`config.mk`:
```
export PLATFORM = sky130hd
export DESIGN_NAME = operand_bypass
export DESIGN_NICKNAME = d
export VERILOG_FILES = /design/src/rtl/beta_pkg.sv /design/src/rtl/operand_fwd_mux.sv /design/src/rtl/operand_bypass.sv
export SDC_FILE = /design/constraint.sdc
export NUM_CORES = 1
export LEC_CHECK = 0
export BUFFER_PORTS_ARGS = -buffer_cell sky130_fd_sc_hd__buf_2
export CAP_MARGIN = 25
export CORE_ASPECT_RATIO = 0.5
export CORE_MARGIN = 5
export CORE_UTILIZATION = 45
export CTS_BUF_LIST = sky130_fd_sc_hd__clkbuf_4
export DETAILED_ROUTE_END_ITERATION = 8
export PLACE_DENSITY = 0.83
export SLEW_MARGIN = 10
export SYNTH_ARGS = -nofsm -noshare
export SYNTH_HDL_FRONTEND = slang
export SYNTH_SLANG_ARGS = --single-unit
```
`constraint.sdc`:
```
create_clock -name clk -period 3 [get_ports clk]
set_clock_uncertainty 0.2 [all_clocks]
set_input_delay 0.45 -clock clk [delete_from_list [all_inputs] [get_ports clk]]
set_output_delay 0.45 -clock clk [all_outputs]
set_load 0.01 [all_outputs]
```
`src/rtl/beta_pkg.sv`:
```
// Shared types and constants for the Beta read-side operand logic.
// A write-back record tracks one in-flight instruction that will write the register file.
package beta_pkg;

    localparam int              XLEN     = 32;
    localparam int              RA_W     = 5;
    localparam logic [RA_W-1:0] ZERO_REG = 5'd31;

    typedef struct packed {
        logic            vld;
        logic [RA_W-1:0] dst;
        logic            is_load;
    } wb_rec_t;

    // True when a live record targets the given source register.
    function automatic logic rec_match(input wb_rec_t rec, input logic [RA_W-1:0] ra);
        return rec.vld && (rec.dst == ra);
    endfunction

endpackage

```
`src/rtl/operand_fwd_mux.sv`:
```
// Combinational source resolve for one operand: picks the youngest pending result
// over the file data and flags a hazard when that result is a load still in flight.
module operand_fwd_mux
    import beta_pkg::*;
#(
    parameter int XLEN_P = XLEN
) (
    input  logic [RA_W-1:0]   i_ra,
    input  wb_rec_t           i_ex_rec,
    input  wb_rec_t           i_mem_rec,
    input  wb_rec_t           i_wb_rec,
    input  logic [XLEN_P-1:0] i_ex_wd,
    input  logic [XLEN_P-1:0] i_mem_wd,
    input  logic [XLEN_P-1:0] i_wb_wd,
    input  logic [XLEN_P-1:0] i_rf_rd,
    output logic [XLEN_P-1:0] o_val,
    output logic              o_hit,
    output logic              o_hazard
);

    // A load in WB already has its data on i_wb_wd, so its load flag is irrelevant here.
    logic w_unused_wb_ld;
    assign w_unused_wb_ld = i_wb_rec.is_load;

    // Priority resolve, youngest stage first; WB must win over the file because the
    // file write lands on the same edge and i_rf_rd is still stale this cycle.
    always_comb begin
        o_val    = i_rf_rd;
        o_hit    = 1'b0;
        o_hazard = 1'b0;
        if (i_ra == ZERO_REG) begin
            o_val    = {XLEN_P{1'b0}};
            o_hit    = 1'b0;
            o_hazard = 1'b0;
        end else if (rec_match(i_ex_rec, i_ra)) begin
            o_val    = i_ex_wd;
            o_hit    = 1'b1;
            o_hazard = i_ex_rec.is_load;
        end else if (rec_match(i_mem_rec, i_ra)) begin
            o_val    = i_mem_wd;
            o_hit    = 1'b1;
            o_hazard = i_mem_rec.is_load;
        end else if (rec_match(i_wb_rec, i_ra)) begin
            o_val    = i_wb_wd;
            o_hit    = 1'b1;
            o_hazard = 1'b0;
        end else begin
            o_val    = i_rf_rd;
            o_hit    = 1'b0;
            o_hazard = 1'b0;
        end
    end

endmodule

```
`src/rtl/operand_bypass.sv`:
```
// Read-side companion of the Beta register file: tracks EX/MEM/WB writes, forwards
// the youngest result, stalls decode on load-use and registers operands for EX.
module operand_bypass
    import beta_pkg::*;
#(
    parameter int XLEN_P = XLEN
) (
    input  logic              clk,
    input  logic              rst_n,
    input  logic              id_valid,
    output logic              id_ready,
    input  logic [RA_W-1:0]   id_ra1,
    input  logic [RA_W-1:0]   id_ra2,
    input  logic [RA_W-1:0]   id_dst,
    input  logic              id_we,
    input  logic              id_is_load,
    output logic [RA_W-1:0]   rf_ra1,
    output logic [RA_W-1:0]   rf_ra2,
    input  logic [XLEN_P-1:0] rf_rd1,
    input  logic [XLEN_P-1:0] rf_rd2,
    input  logic [XLEN_P-1:0] ex_wd,
    input  logic [XLEN_P-1:0] mem_wd,
    input  logic [XLEN_P-1:0] wb_wd,
    input  logic              pipe_hold,
    output logic [XLEN_P-1:0] op_a,
    output logic [XLEN_P-1:0] op_b,
    output logic              op_valid,
    output logic [1:0]        fwd_hits
);

    wb_rec_t           r_ex_rec;
    wb_rec_t           r_mem_rec;
    wb_rec_t           r_wb_rec;
    logic [XLEN_P-1:0] r_op_a;
    logic [XLEN_P-1:0] r_op_b;
    logic              r_op_valid;
    logic [1:0]        r_fwd_hits;

    logic [XLEN_P-1:0] w_val_a;
    logic [XLEN_P-1:0] w_val_b;
    logic              w_hit_a;
    logic              w_hit_b;
    logic              w_haz_a;
    logic              w_haz_b;
    logic              w_issue;

    assign rf_ra1 = id_ra1;
    assign rf_ra2 = id_ra2;

    operand_fwd_mux #(.XLEN_P(XLEN_P)) u_fwd_a (
        .i_ra      (id_ra1),
        .i_ex_rec  (r_ex_rec),
        .i_mem_rec (r_mem_rec),
        .i_wb_rec  (r_wb_rec),
        .i_ex_wd   (ex_wd),
        .i_mem_wd  (mem_wd),
        .i_wb_wd   (wb_wd),
        .i_rf_rd   (rf_rd1),
        .o_val     (w_val_a),
        .o_hit     (w_hit_a),
        .o_hazard  (w_haz_a)
    );

    operand_fwd_mux #(.XLEN_P(XLEN_P)) u_fwd_b (
        .i_ra      (id_ra2),
        .i_ex_rec  (r_ex_rec),
        .i_mem_rec (r_mem_rec),
        .i_wb_rec  (r_wb_rec),
        .i_ex_wd   (ex_wd),
        .i_mem_wd  (mem_wd),
        .i_wb_wd   (wb_wd),
        .i_rf_rd   (rf_rd2),
        .o_val     (w_val_b),
        .o_hit     (w_hit_b),
        .o_hazard  (w_haz_b)
    );

    assign id_ready = rst_n & ~pipe_hold & ~(id_valid & (w_haz_a | w_haz_b));
    assign w_issue  = id_valid & id_ready;

    // Record pipeline and EX operand registers; hold freezes everything, a
    // non-issuing cycle pushes a bubble while older records keep draining.
    always_ff @(posedge clk) begin
        if (!rst_n) begin
            r_ex_rec   <= '0;
            r_mem_rec  <= '0;
            r_wb_rec   <= '0;
            r_op_a     <= {XLEN_P{1'b0}};
            r_op_b     <= {XLEN_P{1'b0}};
            r_op_valid <= 1'b0;
            r_fwd_hits <= 2'b00;
        end else if (pipe_hold) begin
            r_ex_rec   <= r_ex_rec;
            r_mem_rec  <= r_mem_rec;
            r_wb_rec   <= r_wb_rec;
            r_op_valid <= r_op_valid;
        end else begin
            r_wb_rec  <= r_mem_rec;
            r_mem_rec <= r_ex_rec;
            if (w_issue) begin
                r_ex_rec   <= '{vld: id_we, dst: id_dst, is_load: id_is_load};
                r_op_a     <= w_val_a;
                r_op_b     <= w_val_b;
                r_fwd_hits <= {w_hit_b, w_hit_a};
                r_op_valid <= 1'b1;
            end else begin
                r_ex_rec.vld <= 1'b0;
                r_op_valid   <= 1'b0;
            end
        end
    end

    assign op_a     = r_op_a;
    assign op_b     = r_op_b;
    assign op_valid = r_op_valid;
    assign fwd_hits = r_fwd_hits;

endmodule

```
==> impl_results.md <==
* Share of cells above drive strength 1 at 0.3267
* Async set-reset flop share out of synthesis at 0
* Synth Flop Type: dfxtp_1
* Mapped cell area at 0.005842 mm^2
* Final Cycle Share at 0.9521
* Crit path time final at 2.856 ns
* Fin. Hold Viols at 0
* Root buffer cell: clkbuf_4
* Post-Syn Instances at 758
* CP startpoint kind: register
* Global-route wire length before repair at 37.69 mm
* Vias in the first global route at 7235
* Post-DR wirelength/cell at 21.88 um
* RSZ-0062 raised after global routing: false
* Setup TNS at 0 ns
* Critical Path End Type: output port
* R2R setup slack at 0.39 ns
* Drt pass-1 iters at 6
* Average cell area after synthesis at 7.707 um^2
* Hold path cells at 3
* Vias at 7360
* Crit path kind: reg2out
* Die X-Extent at 171.1 um
* Initial antenna violation count at 2
* DRC at 0
* Post-Syn Nets at 939
* Total power density per cell area at 327.0 mW/mm^2
* Core Region at 0.01270 mm^2
* DRT Wirelength at 24.79 mm
* CTS H-tree depth at 3
* Critical R2R Launch: r_ex_rec[3]
* Worst Tran Pin Value at 0.5607 ns
* F_max at 350.1 MHz
* Hold path start: id_dst[4]
* Slew margin rel. at 0.6262
* Commonest non-fill, non-tap cell in the layout: buf_2
* Static Leak at 3.180 nW
* Yosys cell types at 40
* Worst min path class: in2reg
* CTS Buf Count at 9
* Longest Clk Path Bufs at 2
* Largest net degree at the start of global routing at 74
* Worst vdd ir at 0.2079 mV
* FP Rows at 29
* Critical Path Slowest Stage Cell: dfxtp_1
* Antenna-violating nets left at 0
* FF/Latch Area at 0.001745 mm^2
* CTS clk-pin slew, worst paths at 0.14 ns
* Leading cell types in the layout, fill and taps excluded: buf_2, o21ai_0, dfxtp_1, a21oi_1, nor2_1
* Vias per cell at 6.496
* Routability Congestion at 0.9768
* Nets@finish at 1137
* CTS tree: done
* Status: finished, final reports clean
* Final number of max-transition violations at 0
* Flops & latches, synth at 87
* CP delay by family, top: flip-flops
* Initial Util at 0.4600
* IO Pins at 259
* Total die area at 0.01550 mm^2
* Number of flops mapped to enable cells by yosys at 0
* Critical Path RT at 2.35 ns
* Worst R2R Path Depth at 9
* CTS sink count at 87
* Critical Path AT at 2.21 ns
* Die height at 90.57 um
* Sequential-to-total area share from yosys stat at 0.2981
* Max FO, Critical Path at 4
* IO buf count at 258
* Slowest cell delay on critical path at 0.47 ns
* WP buf/inv at 2
* Fillers at 1219
* Total power at 2.405 mW
* # hold bufs at CTS at 0
* Area taken by multi-input logic gates at 0.003661 mm^2
* Cells along the critical path: xor2_1 > nor4_2 > buf_4 > and3_1 > o21ai_2 > o21ai_0 > a21oi_1 > buf_2
* Initial DRC count at 920
* Detailed placer's ending HPWL at 16.52 mm
* Area growth from synthesis to layout at 25.87%
* GRT Total Usage at 0.3002
* Worst r2r dst: op_a[0]
* Global route overflow at 0
* Worst-Skew Late Latency at 0.45 ns
* Hold Path Sink: r_ex_rec[5]
* Max capacitance violation total at 0
* Yosys warns at 0
* Final setup violation count at 0
-- cells in the mapped netlist (2+ instances only) --
cell | n | share of area
a311oi_1 | 32 | 0.048
a221oi_1 | 14 | 0.021
mux2i_1 | 19 | 0.033
xor2_1 | 16 | 0.024
nand4_1 | 21 | 0.022
a2bb2oi_1 | 14 | 0.021
inv_1 | 3 | 0.0019
nor2b_1 | 19 | 0.020
nor2_1 | 49 | 0.031
nor3_1 | 34 | 0.029
buf_2 | 15 | 0.013
buf_1 | 3 | 0.0019
a21boi_0 | 2 | 0.0026
buf_6 | 2 | 0.0039
a21oi_1 | 51 | 0.044
a31oi_1 | 18 | 0.019
dfxtp_1 | 87 | 0.30
buf_4 | 11 | 0.014
and3_1 | 6 | 0.0064
o21ai_0 | 102 | 0.087
clkbuf_1 | 68 | 0.044
nand3_1 | 37 | 0.032
a32o_1 | 46 | 0.079
and2_1 | 37 | 0.040
nand2_1 | 23 | 0.015
and4_1 | 2 | 0.0030
xnor2_1 | 14 | 0.021
-- cell type report --
class,instances,area share
Inverter,3,0.001531
Clock inverter,7,0.01004
Multi-Input combinational cell,569,0.4979
Antenna cell,2,0.0006806
Tap cell,170,0.02893
Sequential cell,87,0.2374
Clock buffer,9,0.009188
Timing Repair Buffer,286,0.2144
-- through the flow --
step / area, um^2 / setup slack, ns / util / hold slack [ns] / instances
after detailed placement: 7172 / 0.2649 / 0.5647 / 0.2635 / 1112
after CTS: 7320 / 0.04750 / 0.5764 / 0.01934 / 1128
after global routing: 7353 / 0.01776 / 0.5790 / 0.01512 / 1133
after global placement: 7172 / 0.3231 / 0.5647 / 0.2507 / 1112
final: 7353 / 0.1437 / 0.5790 / 0.04320 / 1133
after floorplan: 5842 / 0.6300 / - / 0.2750 / 758
-- cell families (layout without fill, tap and decap cells) --
family / after synthesis / count (layout) / synth area share
AOI/OAI and AO/OA: 284 / 284 / 0.3305
and+or+nand+nor: 235 / 235 / 0.2116
buffers and inverters: 102 / 305 / 0.07839
DFF: 87 / 87 / 0.2981
other: 0 / 2 / 0
muxes: 20 / 20 / 0.03641
xor gates and xnor gates: 30 / 30 / 0.04498
-- repair_timing --
| item | CTS | global route |
|---|---|---|
| pin swaps | 0 | 4 |
| buffers inserted | 0 | 3 |
| setup endpoints to repair | 1 | 1 |
| gates resized for setup | 1 | 3 |
-- how the worst max path moves through the flow --
stage,from,to,depth (start not counted)
after floorplan,id_ra2[4],op_b[30],9
after global placement,id_ra1[4],id_ready,8
after detailed placement,id_ra1[4],id_ready,8
after CTS,r_ex_rec[5],id_ready,7
after global routing,r_mem_rec[5],id_ready,7
final,r_ex_rec[4],id_ready,8
-- report_power, final --
| part | total, mW | internal (mW) | switching (mW) |
|---|---|---|---|
| Sequential | 1.22 | 1.19 | 0.0258 |
| Combinational | 0.506 | 0.223 | 0.283 |
| Clock | 0.682 | 0.255 | 0.427 |
-- sequential cells by signal (all words and copies together), names as in the netlist --
| name | count |
|---|---|
| r_wb_rec | 6 |
| op_a | 32 |
| op_b | 32 |
| r_ex_rec | 7 |
| r_mem_rec | 7 |
| fwd_hits | 2 |
| op_valid | 1 |
-- worst register-to-register path: cells and delay by family (launching register included) --
family	cells	cell delay, ns
simple gates	3	0.62
compound gates	2	0.49
buf+inv	2	0.45
flops	1	0.37
mux	1	0.21
xor+xnor	1	0.19
-- per-layer routing --
layer	part of all wire	global-route usage	vias up	routed length, um
met1	0.38	0.3854	3413	9398
met5	0	0	-	0
met2	0.46	0.4823	588	11300
met3	0.12	0.06515	116	3047
met4	0.042	0.1358	0	1046
li1	-	-	3243	-
Note: power is estimated with default switching activity, not from simulation.
